`config.mk`:
```
export PLATFORM = sky130hd
export DESIGN_NAME = dma_read_scheduler_flat
export DESIGN_NICKNAME = d
export VERILOG_FILES = /design/src/rtl/dma_read_scheduler_if.sv /design/src/rtl/dma_read_scheduler.sv /design/src/flat_wrapper.sv
export SDC_FILE = /design/constraint.sdc
export NUM_CORES = 1
export LEC_CHECK = 0
export ABC_AREA = 1
export CAP_MARGIN = 20
export CORE_MARGIN = 5
export CORE_UTILIZATION = 40
export CTS_CLUSTER_SIZE = 10
export DETAILED_ROUTE_END_ITERATION = 10
export PLACE_DENSITY_LB_ADDON = 0.15
export REMOVE_ABC_BUFFERS = 1
export SLEW_MARGIN = 5
export SYNTH_ARGS = -nofsm -noshare
export SYNTH_HDL_FRONTEND = slang
export SYNTH_SLANG_ARGS = --single-unit
```
`constraint.sdc`:
```
create_clock -name i_clk -period 10.1 [get_ports i_clk]
set_input_delay 2.02 -clock i_clk [delete_from_list [all_inputs] [get_ports i_clk]]
set_output_delay 2.02 -clock i_clk [all_outputs]
set_load 0.05 [all_outputs]
```
`src/rtl/dma_read_scheduler_if.sv`:
```
// Read-request channel between the DMA read scheduler and the memory read port.
//   master : drives req_valid, req_addr, req_len; samples req_ready
//   slave  : samples req_valid, req_addr, req_len; drives req_ready
// A request is accepted on a cycle where req_valid and req_ready are both high.
interface dma_read_scheduler_if #(
  parameter int ADDR_WIDTH = 32,
  parameter int REQ_LEN_W  = 5
);
  logic                  req_valid;
  logic                  req_ready;
  logic [ADDR_WIDTH-1:0] req_addr;
  logic [REQ_LEN_W-1:0]  req_len;

  modport master (output req_valid, output req_addr, output req_len, input req_ready);
  modport slave  (input req_valid, input req_addr, input req_len, output req_ready);
endinterface

```
`src/rtl/dma_read_scheduler.sv`:
```
// DMA read scheduler: splits one read transfer (byte base address, length in words)
// into burst read requests that never cross a BOUNDARY_BYTES address boundary and
// never reserve more data-FIFO space than is free, tracked by a credit counter.
// Ports:
//   i_clk, i_rst_n         clock, asynchronous active-low reset
//   i_start                transfer start pulse, only honoured while idle
//   i_base_addr            word-aligned start byte address
//   i_len_words            transfer length in words (0 completes immediately)
//   o_busy / o_done        busy outside idle / one-cycle completion pulse
//   req_if (master)        read-request channel: valid, ready, addr, len
//   i_beat_valid           one read word written into the data FIFO
//   i_fifo_rd_en           consumer pop from the data FIFO, returns one credit
//   o_credit               free FIFO words not yet reserved by a request
//   o_err                  sticky protocol error flag
module dma_read_scheduler #(
  parameter int ADDR_WIDTH      = 32,
  parameter int LEN_WIDTH       = 16,
  parameter int BURST_WORDS     = 16,
  parameter int WORD_BYTES      = 4,
  parameter int BOUNDARY_BYTES  = 4096,
  parameter int FIFO_BITS_DEPTH = 8
) (
  input  logic                     i_clk,
  input  logic                     i_rst_n,
  input  logic                     i_start,
  input  logic [ADDR_WIDTH-1:0]    i_base_addr,
  input  logic [LEN_WIDTH-1:0]     i_len_words,
  output logic                     o_busy,
  output logic                     o_done,
  dma_read_scheduler_if.master     req_if,
  input  logic                     i_beat_valid,
  input  logic                     i_fifo_rd_en,
  output logic [FIFO_BITS_DEPTH:0] o_credit,
  output logic                     o_err
);
  localparam int REQ_LEN_W = $clog2(BURST_WORDS) + 1;
  localparam int CREDIT_W  = FIFO_BITS_DEPTH + 1;
  localparam int BOFF_W    = $clog2(BOUNDARY_BYTES);
  localparam int WB_SHIFT  = $clog2(WORD_BYTES);
  localparam logic [CREDIT_W-1:0] CREDIT_MAX = CREDIT_W'(1) << FIFO_BITS_DEPTH;

  typedef enum logic [1:0] {IDLE, ISSUE, WAIT_DATA, DONE} state_t;

  state_t                state_q, state_d;
  logic [ADDR_WIDTH-1:0] addr_q, addr_d;
  logic [LEN_WIDTH-1:0]  remain_q, remain_d;
  logic [LEN_WIDTH-1:0]  len_q, len_d;
  logic [LEN_WIDTH-1:0]  beats_q, beats_d;
  logic [CREDIT_W-1:0]   credit_q, credit_d;
  logic                  valid_q, valid_d;
  logic [ADDR_WIDTH-1:0] reqAddr_q, reqAddr_d;
  logic [REQ_LEN_W-1:0]  reqLen_q, reqLen_d;
  logic                  err_q, err_d;

  logic                  handshake;
  logic [CREDIT_W-1:0]   creditAfterIssue;
  logic [ADDR_WIDTH-1:0] nextAddr;
  logic [LEN_WIDTH-1:0]  nextRemain;
  logic [REQ_LEN_W-1:0]  curBurst, nextBurst;

  // Burst length for a given in-boundary byte offset and remaining word count:
  // the smallest of remaining words, the burst limit and the words left before
  // the next boundary.
  function automatic logic [REQ_LEN_W-1:0] burstLen(input logic [BOFF_W-1:0] offset,
                                                    input logic [LEN_WIDTH-1:0] rem);
    logic [31:0] toBoundary;
    logic [31:0] len;
    toBoundary = (32'(BOUNDARY_BYTES) - 32'(offset)) >> WB_SHIFT;
    len = 32'(rem);
    if (len > 32'(BURST_WORDS)) len = 32'(BURST_WORDS);
    if (len > toBoundary) len = toBoundary;
    return REQ_LEN_W'(len);
  endfunction

  // State registers; reset drops any transfer in flight and restores full credit.
  always_ff @(posedge i_clk or negedge i_rst_n) begin
    if (!i_rst_n) begin
      state_q   <= IDLE;
      addr_q    <= '0;
      remain_q  <= '0;
      len_q     <= '0;
      beats_q   <= '0;
      credit_q  <= CREDIT_MAX;
      valid_q   <= 1'b0;
      reqAddr_q <= '0;
      reqLen_q  <= '0;
      err_q     <= 1'b0;
    end else begin
      state_q   <= state_d;
      addr_q    <= addr_d;
      remain_q  <= remain_d;
      len_q     <= len_d;
      beats_q   <= beats_d;
      credit_q  <= credit_d;
      valid_q   <= valid_d;
      reqAddr_q <= reqAddr_d;
      reqLen_q  <= reqLen_d;
      err_q     <= err_d;
    end
  end

  // Next-state logic: credit bookkeeping, beat counting, then the transfer FSM.
  always_comb begin
    state_d   = state_q;
    addr_d    = addr_q;
    remain_d  = remain_q;
    len_d     = len_q;
    beats_d   = beats_q;
    valid_d   = valid_q;
    reqAddr_d = reqAddr_q;
    reqLen_d  = reqLen_q;
    err_d     = err_q;

    handshake  = valid_q & req_if.req_ready;
    nextAddr   = addr_q + (ADDR_WIDTH'(reqLen_q) << WB_SHIFT);
    nextRemain = remain_q - LEN_WIDTH'(reqLen_q);
    curBurst   = burstLen(addr_q[BOFF_W-1:0], remain_q);
    nextBurst  = burstLen(nextAddr[BOFF_W-1:0], nextRemain);

    // An accepted request and a pop in the same cycle both apply; a pop that
    // would return credit nobody reserved is an error and is dropped.
    creditAfterIssue = credit_q - (handshake ? CREDIT_W'(reqLen_q) : '0);
    credit_d = creditAfterIssue;
    if (i_fifo_rd_en) begin
      if (creditAfterIssue >= CREDIT_MAX) err_d = 1'b1;
      else credit_d = creditAfterIssue + CREDIT_W'(1);
    end

    // Beats only belong to a transfer while issuing or waiting for data; any
    // beat past the transfer length is an error and is not counted.
    if (i_beat_valid) begin
      if ((state_q == ISSUE || state_q == WAIT_DATA) && beats_q != len_q)
        beats_d = beats_q + LEN_WIDTH'(1);
      else
        err_d = 1'b1;
    end

    unique case (state_q)
      IDLE: begin
        if (i_start) begin
          if (i_len_words != '0) begin
            addr_d   = i_base_addr;
            remain_d = i_len_words;
            len_d    = i_len_words;
            beats_d  = '0;
            state_d  = ISSUE;
          end else begin
            state_d  = DONE;
          end
        end
      end
      ISSUE: begin
        if (handshake) begin
          addr_d   = nextAddr;
          remain_d = nextRemain;
          if (nextRemain == '0) begin
            valid_d = 1'b0;
            state_d = WAIT_DATA;
          end else if (credit_d >= CREDIT_W'(nextBurst)) begin
            // Enough credit left after this acceptance: present the next burst back-to-back.
            valid_d   = 1'b1;
            reqAddr_d = nextAddr;
            reqLen_d  = nextBurst;
          end else begin
            valid_d = 1'b0;
          end
        end else if (!valid_q && credit_q >= CREDIT_W'(curBurst)) begin
          valid_d   = 1'b1;
          reqAddr_d = addr_q;
          reqLen_d  = curBurst;
        end
      end
      WAIT_DATA: begin
        if (beats_d == len_q) state_d = DONE;
      end
      DONE: begin
        state_d = IDLE;
      end
      default: state_d = IDLE;
    endcase
  end

  assign o_busy           = (state_q != IDLE);
  assign o_done           = (state_q == DONE);
  assign o_credit         = credit_q;
  assign o_err            = err_q;
  assign req_if.req_valid = valid_q;
  assign req_if.req_addr  = reqAddr_q;
  assign req_if.req_len   = reqLen_q;

endmodule
```
`src/flat_wrapper.sv`:
```
// flat-port wrapper written by rule: the top's interface ports become plain ports
module dma_read_scheduler_flat 
#(
  parameter int ADDR_WIDTH      = 32,
  parameter int LEN_WIDTH       = 16,
  parameter int BURST_WORDS     = 16,
  parameter int WORD_BYTES      = 4,
  parameter int BOUNDARY_BYTES  = 4096,
  parameter int FIFO_BITS_DEPTH = 8
)
  (i_clk, i_rst_n, i_start, i_base_addr, i_len_words, o_busy, o_done, i_beat_valid, i_fifo_rd_en, o_credit, o_err, req_if_req_valid, req_if_req_addr, req_if_req_len, req_if_req_ready);
  dma_read_scheduler_if #(.ADDR_WIDTH(ADDR_WIDTH)) req_if_i ();
  input  logic i_clk;
  input  logic i_rst_n;
  input  logic i_start;
  input  logic [ADDR_WIDTH-1:0] i_base_addr;
  input  logic [LEN_WIDTH-1:0] i_len_words;
  output logic o_busy;
  output logic o_done;
  input  logic i_beat_valid;
  input  logic i_fifo_rd_en;
  output logic [FIFO_BITS_DEPTH:0] o_credit;
  output logic o_err;
  output wire logic [$bits(req_if_i.req_valid)-1:0] req_if_req_valid;
  output wire logic [$bits(req_if_i.req_addr)-1:0] req_if_req_addr;
  output wire logic [$bits(req_if_i.req_len)-1:0] req_if_req_len;
  input wire logic [$bits(req_if_i.req_ready)-1:0] req_if_req_ready;
  assign req_if_req_valid = req_if_i.req_valid;
  assign req_if_req_addr = req_if_i.req_addr;
  assign req_if_req_len = req_if_i.req_len;
  assign req_if_i.req_ready = req_if_req_ready;
  dma_read_scheduler #(.ADDR_WIDTH(ADDR_WIDTH), .LEN_WIDTH(LEN_WIDTH), .BURST_WORDS(BURST_WORDS), .WORD_BYTES(WORD_BYTES), .BOUNDARY_BYTES(BOUNDARY_BYTES), .FIFO_BITS_DEPTH(FIFO_BITS_DEPTH)) u_core (.i_clk(i_clk), .i_rst_n(i_rst_n), .i_start(i_start), .i_base_addr(i_base_addr), .i_len_words(i_len_words), .o_busy(o_busy), .o_done(o_done), .req_if(req_if_i), .i_beat_valid(i_beat_valid), .i_fifo_rd_en(i_fifo_rd_en), .o_credit(o_credit), .o_err(o_err));
endmodule
```
==> impl_metrics.env, run 1 <==
export IMPL_status="complete, no violations"
export IMPL_worst_r2r_endpoint="u_core.req_if.req_addr[22]"
export IMPL_final_tns_setup_ns=0
export IMPL_max_cap_violations=0
export IMPL_final_cell_area_sq_mm=0.0118
export IMPL_cp_required_ns=10.46
export IMPL_cts_max_level=4
export IMPL_maxClockFrequency_ghz=0.152
export IMPL_yosys_most_used_dff="sky130_fd_sc_hd__dfrtp_1"
export IMPL_grt_setup_unrepaired="no"
export IMPL_cp_common_cell="sky130_fd_sc_hd__nand2_1"
export IMPL_post_synth_cell_area_avg_sq_um=6.68
export IMPL_min_from="u_core.req_if.req_addr[0]"
export IMPL_final_hold_violation_count=0
export IMPL_reg2reg_setup_slack_ns=3.52
export IMPL_total_power_mw=4.33
export IMPL_routedWlPerCell_um=14.9
export IMPL_setup_violations=0
export IMPL_gpl_final_weighted_congestion=0.912
export IMPL_synthArstFlopShare_pct=100
export IMPL_netlist_area_leader_share_pct=32.8
export IMPL_worst_ep_arrival_time_ns=6.94
export IMPL_drt_drc_violations_left=0
export IMPL_grt_pass1_wl_um=47100
export IMPL_crit_path_launch_type="flop"
export IMPL_synth_sequential_area_ratio_pct=33.0
export IMPL_routed_wirelength_um=28500
export IMPL_clock_skew_final_ns=0.0131
export IMPL_fin_crit_ns=6.58
export IMPL_final_layout_size_suffix_gt1_share_pct=4.74
export IMPL_yosys_top_cells_area="sky130_fd_sc_hd__dfrtp_1, sky130_fd_sc_hd__nand2_1, sky130_fd_sc_hd__ha_1"
export IMPL_ctsLongestPathBuffers=2
export IMPL_endpoint_kind="flop"
export IMPL_power_density_mw_per_mm2=368
export IMPL_detailedRoute_firstIterationViolations=514
export IMPL_root_buffer="sky130_fd_sc_hd__clkbuf_16"
export IMPL_critPathSlowestCell="sky130_fd_sc_hd__nand3_2"
export IMPL_cts_buffers_inserted=17
export IMPL_worst_hold_path_type="reg -> reg"
export IMPL_detailedPlacementHpwl_um=21200
export IMPL_final_fill_count=2535
export IMPL_pwr_share_seq_pct=22.4
export IMPL_power_switching_share_pct=52.6
export IMPL_synth_seq_cells=130
export IMPL_antenna_found_initial=0
export IMPL_clock_latency_ns=0.43
export IMPL_post_cts_resize_count=0
export IMPL_drt_first_pass_iters=5
export IMPL_worst_r2r_start="u_core.req_if.req_len[1]"
export IMPL_globalRoute_totalOverflow=0
export IMPL_placement_rows=57
export IMPL_synthCells=1475
export IMPL_ir_drop_v=0.000154
export IMPL_multi_input_area_sq_mm=0.00573
export IMPL_routed_via_count=9543
export IMPL_syn_to_final_growth_pct=19.4
export IMPL_post_drt_via_cell_ratio=5.01
export IMPL_synthesis_warnings=0
export IMPL_slack_of_the_critical_path_ns=3.52
export IMPL_setup_worst_path_class="reg -> reg"
export IMPL_total_routing_usage_reported_by_global_routing_pct=20.6
export IMPL_max_stage_delay_ns=0.61
export IMPL_fp_coreArea_sq_mm=0.0242
export IMPL_dpl_worst_slack_ns=3.14
export IMPL_placed_area_sq_mm=0.0112
export IMPL_post_synth_top_area_cell="sky130_fd_sc_hd__dfrtp_1"
export IMPL_power_net_switching_mw=2.28
export IMPL_antennaDiodeCount=0
export IMPL_start_util_pct=40.6
export IMPL_postCtsHoldBufs=0
export IMPL_combinationalPowerShare_pct=62.6
export IMPL_cts_tree="built"
export IMPL_die_area_sq_mm=0.0279
export IMPL_io_pins=104
export IMPL_nets=1679
export IMPL_power_static_leakage_nw=5.72
export IMPL_drtAntennaViolNets=0
export IMPL_regArea_sq_mm=0.00325
export IMPL_synth_enable_flop_cells=0
export IMPL_syn_area_sq_mm=0.00985
export IMPL_synth_lib_cells_used_distinct=48
export IMPL_tightestPinTransition_ns=0.922
export IMPL_cellInternalPower_mw=2.05
export IMPL_grt_max_degree=78
export IMPL_hold_path_end="u_core.req_if.req_addr[0]"
export IMPL_slew_limit_headroom_pct=38.6
export IMPL_period_share_pct=65.1
export IMPL_power_share_clock_pct=15.0
export IMPL_die_height_um=167
export IMPL_first_global_vias=9238
export IMPL_maxSlewViolCount=0
export IMPL_numPortBuffers=103
export IMPL_path_clk_slew_ns=0.06
export IMPL_numClockSinks=130
export IMPL_die_x_um=167
export IMPL_postCtsSetupBuffers=0
export IMPL_worst_hold_path_num_cells=2
export IMPL_critPathMaxFanout=38
export IMPL_ff2ff_path_depth=37
-- metrics by stage --
stage | hold slack [ns] | cells | util, %
final | 0.476 | 1905 | 48.5
after global routing | 0.489 | 1905 | 48.5
after CTS | 0.482 | 1905 | 48.5
after detailed placement | 0.465 | 1873 | 46.0
after global placement | 0.463 | 1873 | 46.0
after floorplan | 0.464 | 1440 | -
-- logic make-up (layout without fill, tap and decap cells) --
| logic type | after synthesis | count (layout) | share of synthesized area (%) |
|---|---|---|---|
| AOI/OAI and AO/OA | 228 | 228 | 12.5 |
| muxes | 1 | 1 | 0.102 |
| DFF | 130 | 130 | 33.0 |
| adders and majority gates | 57 | 57 | 7.47 |
| other | 1 | 12 | 0.0381 |
| and+or+nand+nor | 774 | 774 | 32.6 |
| xor gates and xnor gates | 54 | 54 | 4.88 |
| buffers and inverters | 230 | 325 | 9.34 |
-- placed cells by master, fill, tap and decap left out, drive strengths merged, types with 9 or more instances in the layout --
| cell | n |
|---|---|
| a21oi | 46 |
| clkbuf | 19 |
| clkdlybuf4s50 | 102 |
| conb | 12 |
| dfrtp | 129 |
| ha | 54 |
| inv | 183 |
| nand2 | 486 |
| nand3 | 76 |
| nand4 | 27 |
| nor2 | 143 |
| nor3 | 25 |
| o21ai | 132 |
| o22ai | 31 |
| or2 | 9 |
| xor2 | 47 |
-- power groups by stage --
stage,registers [mW],logic (mW),clock network [mW]
finish,0.970,2.71,0.651
global placement,0.978,2.67,0
detailed placement,0.977,2.70,0
CTS,0.971,2.72,0.661
global route,1.01,3.07,0.684
floorplan,1.20,1.69,0
-- cells in the mapped netlist, types with 2 or more instances --
library cell	count
sky130_fd_sc_hd__a21boi_0	4
sky130_fd_sc_hd__a21oi_1	46
sky130_fd_sc_hd__buf_1	4
sky130_fd_sc_hd__buf_2	3
sky130_fd_sc_hd__buf_4	2
sky130_fd_sc_hd__buf_6	6
sky130_fd_sc_hd__clkbuf_1	31
sky130_fd_sc_hd__clkinv_1	2
sky130_fd_sc_hd__dfrtp_1	129
sky130_fd_sc_hd__fa_1	3
sky130_fd_sc_hd__ha_1	54
sky130_fd_sc_hd__inv_1	169
sky130_fd_sc_hd__inv_2	13
sky130_fd_sc_hd__nand2_1	483
sky130_fd_sc_hd__nand2_2	3
sky130_fd_sc_hd__nand3_1	73
sky130_fd_sc_hd__nand3_2	2
sky130_fd_sc_hd__nand3b_1	2
sky130_fd_sc_hd__nand4_1	26
sky130_fd_sc_hd__nor2_1	139
sky130_fd_sc_hd__nor2_2	3
sky130_fd_sc_hd__nor3_1	24
sky130_fd_sc_hd__nor4_1	5
sky130_fd_sc_hd__o211ai_1	6
sky130_fd_sc_hd__o21a_1	2
sky130_fd_sc_hd__o21ai_0	126
sky130_fd_sc_hd__o21ai_1	6
sky130_fd_sc_hd__o21bai_1	2
sky130_fd_sc_hd__o22ai_1	31
sky130_fd_sc_hd__or2_1	2
sky130_fd_sc_hd__or2_2	6
sky130_fd_sc_hd__xnor2_1	7
sky130_fd_sc_hd__xor2_1	46
-- state kept, by name (all words and copies together), names as in the netlist --
register / cells
u_core.addr_q: 32
u_core.beats_q: 16
u_core.len_q: 16
u_core.o_credit: 9
u_core.o_err: 1
u_core.remain_q: 16
u_core.req_if.req_addr: 32
u_core.req_if.req_len: 5
u_core.req_if.req_valid: 1
u_core.state_q: 2
-- per-layer routing --
metal	up-vias	track usage, %	share of wire (%)
met5	-	0	0
met4	0	6.51	1.9
met3	38	2.99	3.8
met2	185	34.3	47
met1	4401	27.6	47
li1	4919	-	-
-- worst max-delay path: cells and delay by family (launching register included) --
family          cells  cell delay [ns]
simple gates       22             2.89
flops               1             0.55
compound gates      9             1.69
fa+ha+maj           3             0.91
buf+inv             3             0.43
-- how the worst max path moves through the flow --
stage                                   from                         end  slack (ns)
global route        u_core.req_if.req_len[1]   u_core.req_if.req_addr[1]        2.67
floorplan                   req_if_req_ready            u_core.addr_q[8]        3.40
finish              u_core.req_if.req_len[1]  u_core.req_if.req_addr[22]        3.52
global placement            req_if_req_ready     u_core.req_if.req_valid        3.29
CTS                 u_core.req_if.req_len[1]     u_core.req_if.req_valid        3.44
detailed placement          req_if_req_ready     u_core.req_if.req_valid        3.14
-- final cells by class --
type | instances | area share, %
Clock buffer | 19 | 3.77
Clock inverter | 13 | 1.37
Inverter | 184 | 5.87
Multi-Input combinational cell | 1126 | 48.7
Sequential cell | 130 | 27.7
Tap cell | 324 | 3.45
Timing Repair Buffer | 109 | 9.16
No activity file was read; power rests on OpenSTA's default activity.
==> run 2, diff against run 1 <==
- clock period: 10.1 -> 6.03 ns (I/O delays scaled with it)
==> run 2 against run 1 <==
- setup slack got worse by 3.1 ns
- routed wire length grew 2.1%
- via count rose by 1.4%
- critical path type unchanged
- critical endpoint unchanged
- clock skew fell by 0.0024 ns
==> impl_metrics.env, run 2 (synthesis results as in run 1) <==
export IMPL_status="complete, no violations"
export IMPL_numClockSinks=130
export IMPL_post_drt_via_cell_ratio=5.05
export IMPL_worst_r2r_endpoint="u_core.req_if.req_addr[22]"
export IMPL_drtAntennaViolNets=0
export IMPL_postCtsHoldBufs=0
export IMPL_combinationalPowerShare_pct=63.0
export IMPL_power_net_switching_mw=3.90
export IMPL_gpl_final_weighted_congestion=0.927
export IMPL_cts_tree="built"
export IMPL_cp_required_ns=6.35
export IMPL_crit_path_launch_type="flop"
export IMPL_first_global_vias=9300
export IMPL_worst_ep_arrival_time_ns=5.90
export IMPL_worst_hold_path_num_cells=2
export IMPL_die_area_sq_mm=0.0279
export IMPL_worst_r2r_start="u_core.req_if.req_len[0]"
export IMPL_power_share_clock_pct=15.2
export IMPL_setup_worst_path_class="reg -> reg"
export IMPL_ff2ff_path_depth=39
export IMPL_layout_common_cells="sky130_fd_sc_hd__nand2_1, sky130_fd_sc_hd__inv_1, sky130_fd_sc_hd__nor2_1, sky130_fd_sc_hd__dfrtp_1, sky130_fd_sc_hd__o21ai_0"
export IMPL_reg2reg_setup_slack_ns=0.45
export IMPL_drt_drc_violations_left=0
export IMPL_crit_buf_inv=4
export IMPL_root_buffer="sky130_fd_sc_hd__clkbuf_16"
export IMPL_power_density_mw_per_mm2=627
export IMPL_setup_violations=0
export IMPL_fp_coreArea_sq_mm=0.0242
export IMPL_power_static_leakage_nw=5.81
export IMPL_path_clk_slew_ns=0.06
export IMPL_routed_wirelength_um=29100
export IMPL_cp_common_cell="sky130_fd_sc_hd__nand2_1"
export IMPL_slew_limit_headroom_pct=35.4
export IMPL_layout_cells_most_common="sky130_fd_sc_hd__nand2_1"
export IMPL_max_cap_violations=0
export IMPL_total_routing_usage_reported_by_global_routing_pct=20.6
export IMPL_numPortBuffers=103
export IMPL_die_x_um=167
export IMPL_placement_rows=57
export IMPL_syn_to_final_growth_pct=21.3
export IMPL_critPathSlowestCell="sky130_fd_sc_hd__dfrtp_2"
export IMPL_timing_critical_path_max_delay_family="simple AND/OR/NAND/NOR gates"
export IMPL_cts_max_level=4
export IMPL_grt_max_degree=94
export IMPL_cellInternalPower_mw=3.59
export IMPL_ir_drop_v=0.000240
export IMPL_cts_buffers_inserted=17
export IMPL_tightestPinTransition_ns=0.968
export IMPL_detailedPlacementHpwl_um=21800
export IMPL_grt_pass1_wl_um=47200
export IMPL_fin_crit_ns=5.58
export IMPL_final_hold_violation_count=0
export IMPL_routed_via_count=9676
export IMPL_total_power_mw=7.50
export IMPL_power_switching_share_pct=52.1
export IMPL_antenna_found_initial=0
export IMPL_worst_path_stages=39
export IMPL_hold_path_end="u_core.req_if.req_addr[7]"
export IMPL_globalRoute_totalOverflow=0
export IMPL_worst_hold_path_type="reg -> reg"
export IMPL_clock_latency_ns=0.43
export IMPL_io_pins=104
export IMPL_start_util_pct=40.6
export IMPL_critPathMaxFanout=22
export IMPL_max_stage_delay_ns=0.46
export IMPL_final_instance_count_excl_fill=1915
export IMPL_ctsLongestPathBuffers=2
export IMPL_period_share_pct=92.5
export IMPL_pwr_share_seq_pct=21.8
export IMPL_detailedRoute_firstIterationViolations=713
export IMPL_nets=1689
export IMPL_final_layout_size_suffix_gt1_share_pct=6.29
export IMPL_antennaDiodeCount=0
export IMPL_maxSlewViolCount=0
export IMPL_endpoint_kind="flop"
export IMPL_die_height_um=167
export IMPL_routedWlPerCell_um=15.2
export IMPL_numPlacedInstances=1880
export IMPL_drt_first_pass_iters=5
export IMPL_min_from="u_core.req_if.req_addr[7]"
export IMPL_clock_skew_final_ns=0.0107
export IMPL_maxClockFrequency_ghz=0.179
## run 2: cell types whose count changed in the layout (fill, tap and decap cells not counted), sizes merged
cell      previous run  this run
clkinv               7         9
clkbuf              19        20
clkinvlp             4         0
bufinv               3         4
buf                  7        17
## run 2: how the worst max path moves through the flow
stage	startpoint	endpoint	slack (ns)
2_1_floorplan	req_if_req_ready	u_core.addr_q[8]	0.15
4_1_cts	u_core.req_if.req_len[0]	u_core.req_if.req_addr[22]	0.06
6_report	u_core.req_if.req_len[0]	u_core.req_if.req_addr[22]	0.45
5_1_grt	u_core.remain_q[0]	u_core.req_if.req_addr[24]	-0.01
3_5_place_dp	u_core.req_if.req_len[0]	u_core.req_if.req_addr[22]	0.08
3_3_place_gp	u_core.req_if.req_len[0]	u_core.req_if.req_addr[22]	0.22
## run 2: tightest hold or removal path, delay by kind of cell (launching register included)
family | cells | cell delay, ns
flip-flops | 1 | 0.34
AND/OR/NAND/NOR | 2 | 0.10
## run 2: through the flow
| step | area, sq um | setup TNS (ns) | setup slack (ns) | utilization (%) | hold slack, ns |
|---|---|---|---|---|---|
| after global routing | 12000 | -0.0158 | -0.0143 | 49.3 | 0.494 |
| after global placement | 11200 | 0 | 0.216 | 46.3 | 0.463 |
| final | 12000 | 0 | 0.452 | 49.3 | 0.476 |
| after floorplan | 9660 | 0 | 0.146 | - | 0.464 |
| after detailed placement | 11200 | 0 | 0.0832 | 46.3 | 0.464 |
| after CTS | 11900 | 0 | 0.0647 | 49.0 | 0.480 |
## run 2: repair_timing
| action | in CTS | in global routing |
|---|---|---|
| resized for setup | 0 | 20 |
| setup endpoints to repair | 0 | 38 |
| setup buffers | 0 | 3 |
## run 2: layout make-up
class                           instances  area (sq um)
Sequential cell                       130          3260
Timing Repair Buffer                  119          1190
Clock buffer                           20           457
Fill cell                            2488         12300
Clock inverter                         12           179
Inverter                              184           691
Multi-Input combinational cell       1126          5770
Tap cell                              324           405
## run 2: power by group through the flow
stage / registers [mW] / clock network (mW) / logic [mW]
after floorplan: 2.02 / 0 / 2.83
after global placement: 1.63 / 0 / 4.58
after detailed placement: 1.63 / 0 / 4.64
after CTS: 1.63 / 1.15 / 4.66
after global routing: 1.69 / 1.19 / 5.33
final: 1.63 / 1.14 / 4.73
## run 2: routing by layer
metal	global-route usage (%)	up-vias	wire length (um)
met5	0	-	0
met4	5.16	0	552
met3	3.79	35	1240
met2	34.8	209	13900
met1	27.5	4486	13400
li1	-	4946	-
==> run 3, diff against run 2 <==
- CORE_MARGIN: 5 -> default
==> run 3 against run 2 <==
- combinational power is 2% lower
- final cell count is 0.16% higher
- die area is 9.4% lower
- routed wire length is 3.7% lower
- clock skew is 0.0016 ns lower
- sequential power hardly changed
- design area is 0.75% lower
- setup slack better by 0.14 ns
- fmax is 2.5% higher
- global-route usage is 2.5 points higher
==> impl_metrics.env, run 3 (synthesis results as in run 1) <==
export IMPL_gpl_final_weighted_congestion=0.887
export IMPL_fin_crit_ns=5.44
export IMPL_first_global_vias=9252
export IMPL_cp_required_ns=6.35
export IMPL_cts_tree="built"
export IMPL_layout_common_cells="sky130_fd_sc_hd__nand2_1, sky130_fd_sc_hd__inv_1, sky130_fd_sc_hd__nor2_1, sky130_fd_sc_hd__dfrtp_1, sky130_fd_sc_hd__o21ai_0"
export IMPL_drt_first_pass_iters=5
export IMPL_io_pins=104
export IMPL_grt_max_degree=88
export IMPL_worst_ep_arrival_time_ns=5.76
export IMPL_final_hold_violation_count=0
export IMPL_routed_wirelength_um=28000
export IMPL_final_layout_size_suffix_gt1_share_pct=5.90
export IMPL_slack_of_the_critical_path_ns=0.590
export IMPL_max_stage_delay_ns=0.52
export IMPL_detailedRoute_firstIterationViolations=625
export IMPL_drtAntennaViolNets=0
export IMPL_maxSlewViolCount=0
export IMPL_dpl_worst_slack_ns=0.317
export IMPL_postCtsHoldBufs=0
export IMPL_antennaDiodeCount=0
export IMPL_antenna_found_initial=0
export IMPL_ctsLongestPathBuffers=2
export IMPL_clock_skew_final_ns=0.00908
export IMPL_crit_path_launch_type="flop"
export IMPL_power_share_clock_pct=13.6
export IMPL_final_cell_area_sq_mm=0.0119
export IMPL_clock_latency_ns=0.43
export IMPL_worst_r2r_start="u_core.req_if.req_len[0]"
export IMPL_path_clk_slew_ns=0.06
export IMPL_period_share_pct=90.2
export IMPL_routed_via_count=9578
export IMPL_critPathSlowestCell="sky130_fd_sc_hd__fa_1"
export IMPL_numPortBuffers=103
export IMPL_die_x_um=159
export IMPL_numClockSinks=130
export IMPL_placed_area_sq_mm=0.0113
export IMPL_final_tns_setup_ns=0
export IMPL_endpoint_kind="flop"
export IMPL_maxClockFrequency_ghz=0.184
export IMPL_combinationalPowerShare_pct=64.0
export IMPL_tightestPinTransition_ns=0.831
export IMPL_total_routing_usage_reported_by_global_routing_pct=23.2
export IMPL_detailedPlacementHpwl_um=20900
export IMPL_fp_coreArea_sq_mm=0.0242
export IMPL_cellInternalPower_mw=3.43
export IMPL_critPathMaxFanout=37
export IMPL_ir_drop_v=0.000259
export IMPL_setup_violations=0
export IMPL_cts_buffers_inserted=17
export IMPL_cts_max_level=4
export IMPL_status="complete, no violations"
export IMPL_min_from="u_core.req_if.req_addr[6]"
export IMPL_power_switching_share_pct=52.7
export IMPL_worst_hold_path_type="reg -> reg"
export IMPL_power_static_leakage_nw=5.77
export IMPL_pwr_share_seq_pct=22.3
export IMPL_total_power_mw=7.25
export IMPL_layout_cells_most_common="sky130_fd_sc_hd__nand2_1"
export IMPL_timing_critical_path_from="u_core.req_if.req_len[0]"
export IMPL_power_density_mw_per_mm2=612
export IMPL_nets=1692
export IMPL_slew_limit_headroom_pct=44.6
export IMPL_power_net_switching_mw=3.82
export IMPL_routedWlPerCell_um=14.6
export IMPL_max_cap_violations=0
export IMPL_start_util_pct=40.6
export IMPL_die_height_um=159
export IMPL_grt_setup_unrepaired="no"
export IMPL_die_area_sq_mm=0.0253
export IMPL_grt_pass1_wl_um=47100
export IMPL_placement_rows=57
export IMPL_root_buffer="sky130_fd_sc_hd__clkbuf_16"
export IMPL_setup_worst_path_class="reg -> reg"
export IMPL_drt_drc_violations_left=0
export IMPL_syn_to_final_growth_pct=20.4
export IMPL_globalRoute_totalOverflow=0
export IMPL_post_drt_via_cell_ratio=4.99
## run 3: cell count changes in the layout (fill, tap and decap cells not counted), moves of 3 or more
cell	change
sky130_fd_sc_hd__a21oi_1	+3
sky130_fd_sc_hd__a21oi_2	-3
sky130_fd_sc_hd__buf_4	+4
sky130_fd_sc_hd__bufinv_16	-3
sky130_fd_sc_hd__clkinvlp_4	+4
sky130_fd_sc_hd__nor2_2	-3
## run 3: final cells by class
cell class	instances	area (sq um)
fillers	2490	12400
multi-input cells	1126	5750
flip-flops and latches	130	3260
repair buffers	122	1200
inverters	184	691
clock buffers	19	443
well taps	324	405
clock inverters	13	111
## run 3: metrics by stage
stage,util (%),std cells,hold slack [ns]
after floorplan,-,1440,0.464
after global placement,46.4,1883,0.462
after detailed placement,46.4,1883,0.465
after CTS,48.7,1915,0.481
after global routing,48.9,1918,0.503
final,48.9,1918,0.475
## run 3: what timing repair did
action | CTS | global route
resized for setup | 0 | 10
buffers inserted | 0 | 3
setup endpoints to repair | 0 | 38
## run 3: worst paths after layout
| kind | to | slack (ns) | depth (start not counted) |
|---|---|---|---|
| worst max-delay path | u_core.req_if.req_addr[24] | 0.59 | 36 |
| worst min-delay path | u_core.req_if.req_addr[6] | 0.47 | 2 |
| worst max register to register | u_core.req_if.req_addr[24] | 0.59 | 36 |
| worst min register to register | u_core.req_if.req_addr[6] | 0.47 | 2 |
| max in group asynchronous | u_core.remain_q[13] | 4.04 | 2 |
| min in group asynchronous | u_core.req_if.req_addr[14] | 0.86 | 1 |
## run 3: metal layers
metal	part of all wire, %	global-route usage (%)	vias up
met5	0	0	-
met4	2.1	7.17	0
met3	3.9	3.81	38
met2	47	38.6	191
met1	47	30.7	4383
li1	-	-	4966
## run 3: power groups by stage
stage	combinational, mW	sequential [mW]	clock, mW
4_1_cts	4.64	1.61	1.01
3_5_place_dp	4.61	1.62	0
3_3_place_gp	4.58	1.62	0
5_1_grt	5.27	1.67	1.04
6_report	4.65	1.62	0.988
2_1_floorplan	2.83	2.02	0
## run 3: critical path: cells and delay by family (launching register included)
| kind | cells | cell delay [ns] |
|---|---|---|
| compound gates | 7 | 0.93 |
| fa+ha+maj | 4 | 1.18 |
| buf+inv | 5 | 0.53 |
| flops | 1 | 0.48 |
| simple gates | 20 | 2.20 |
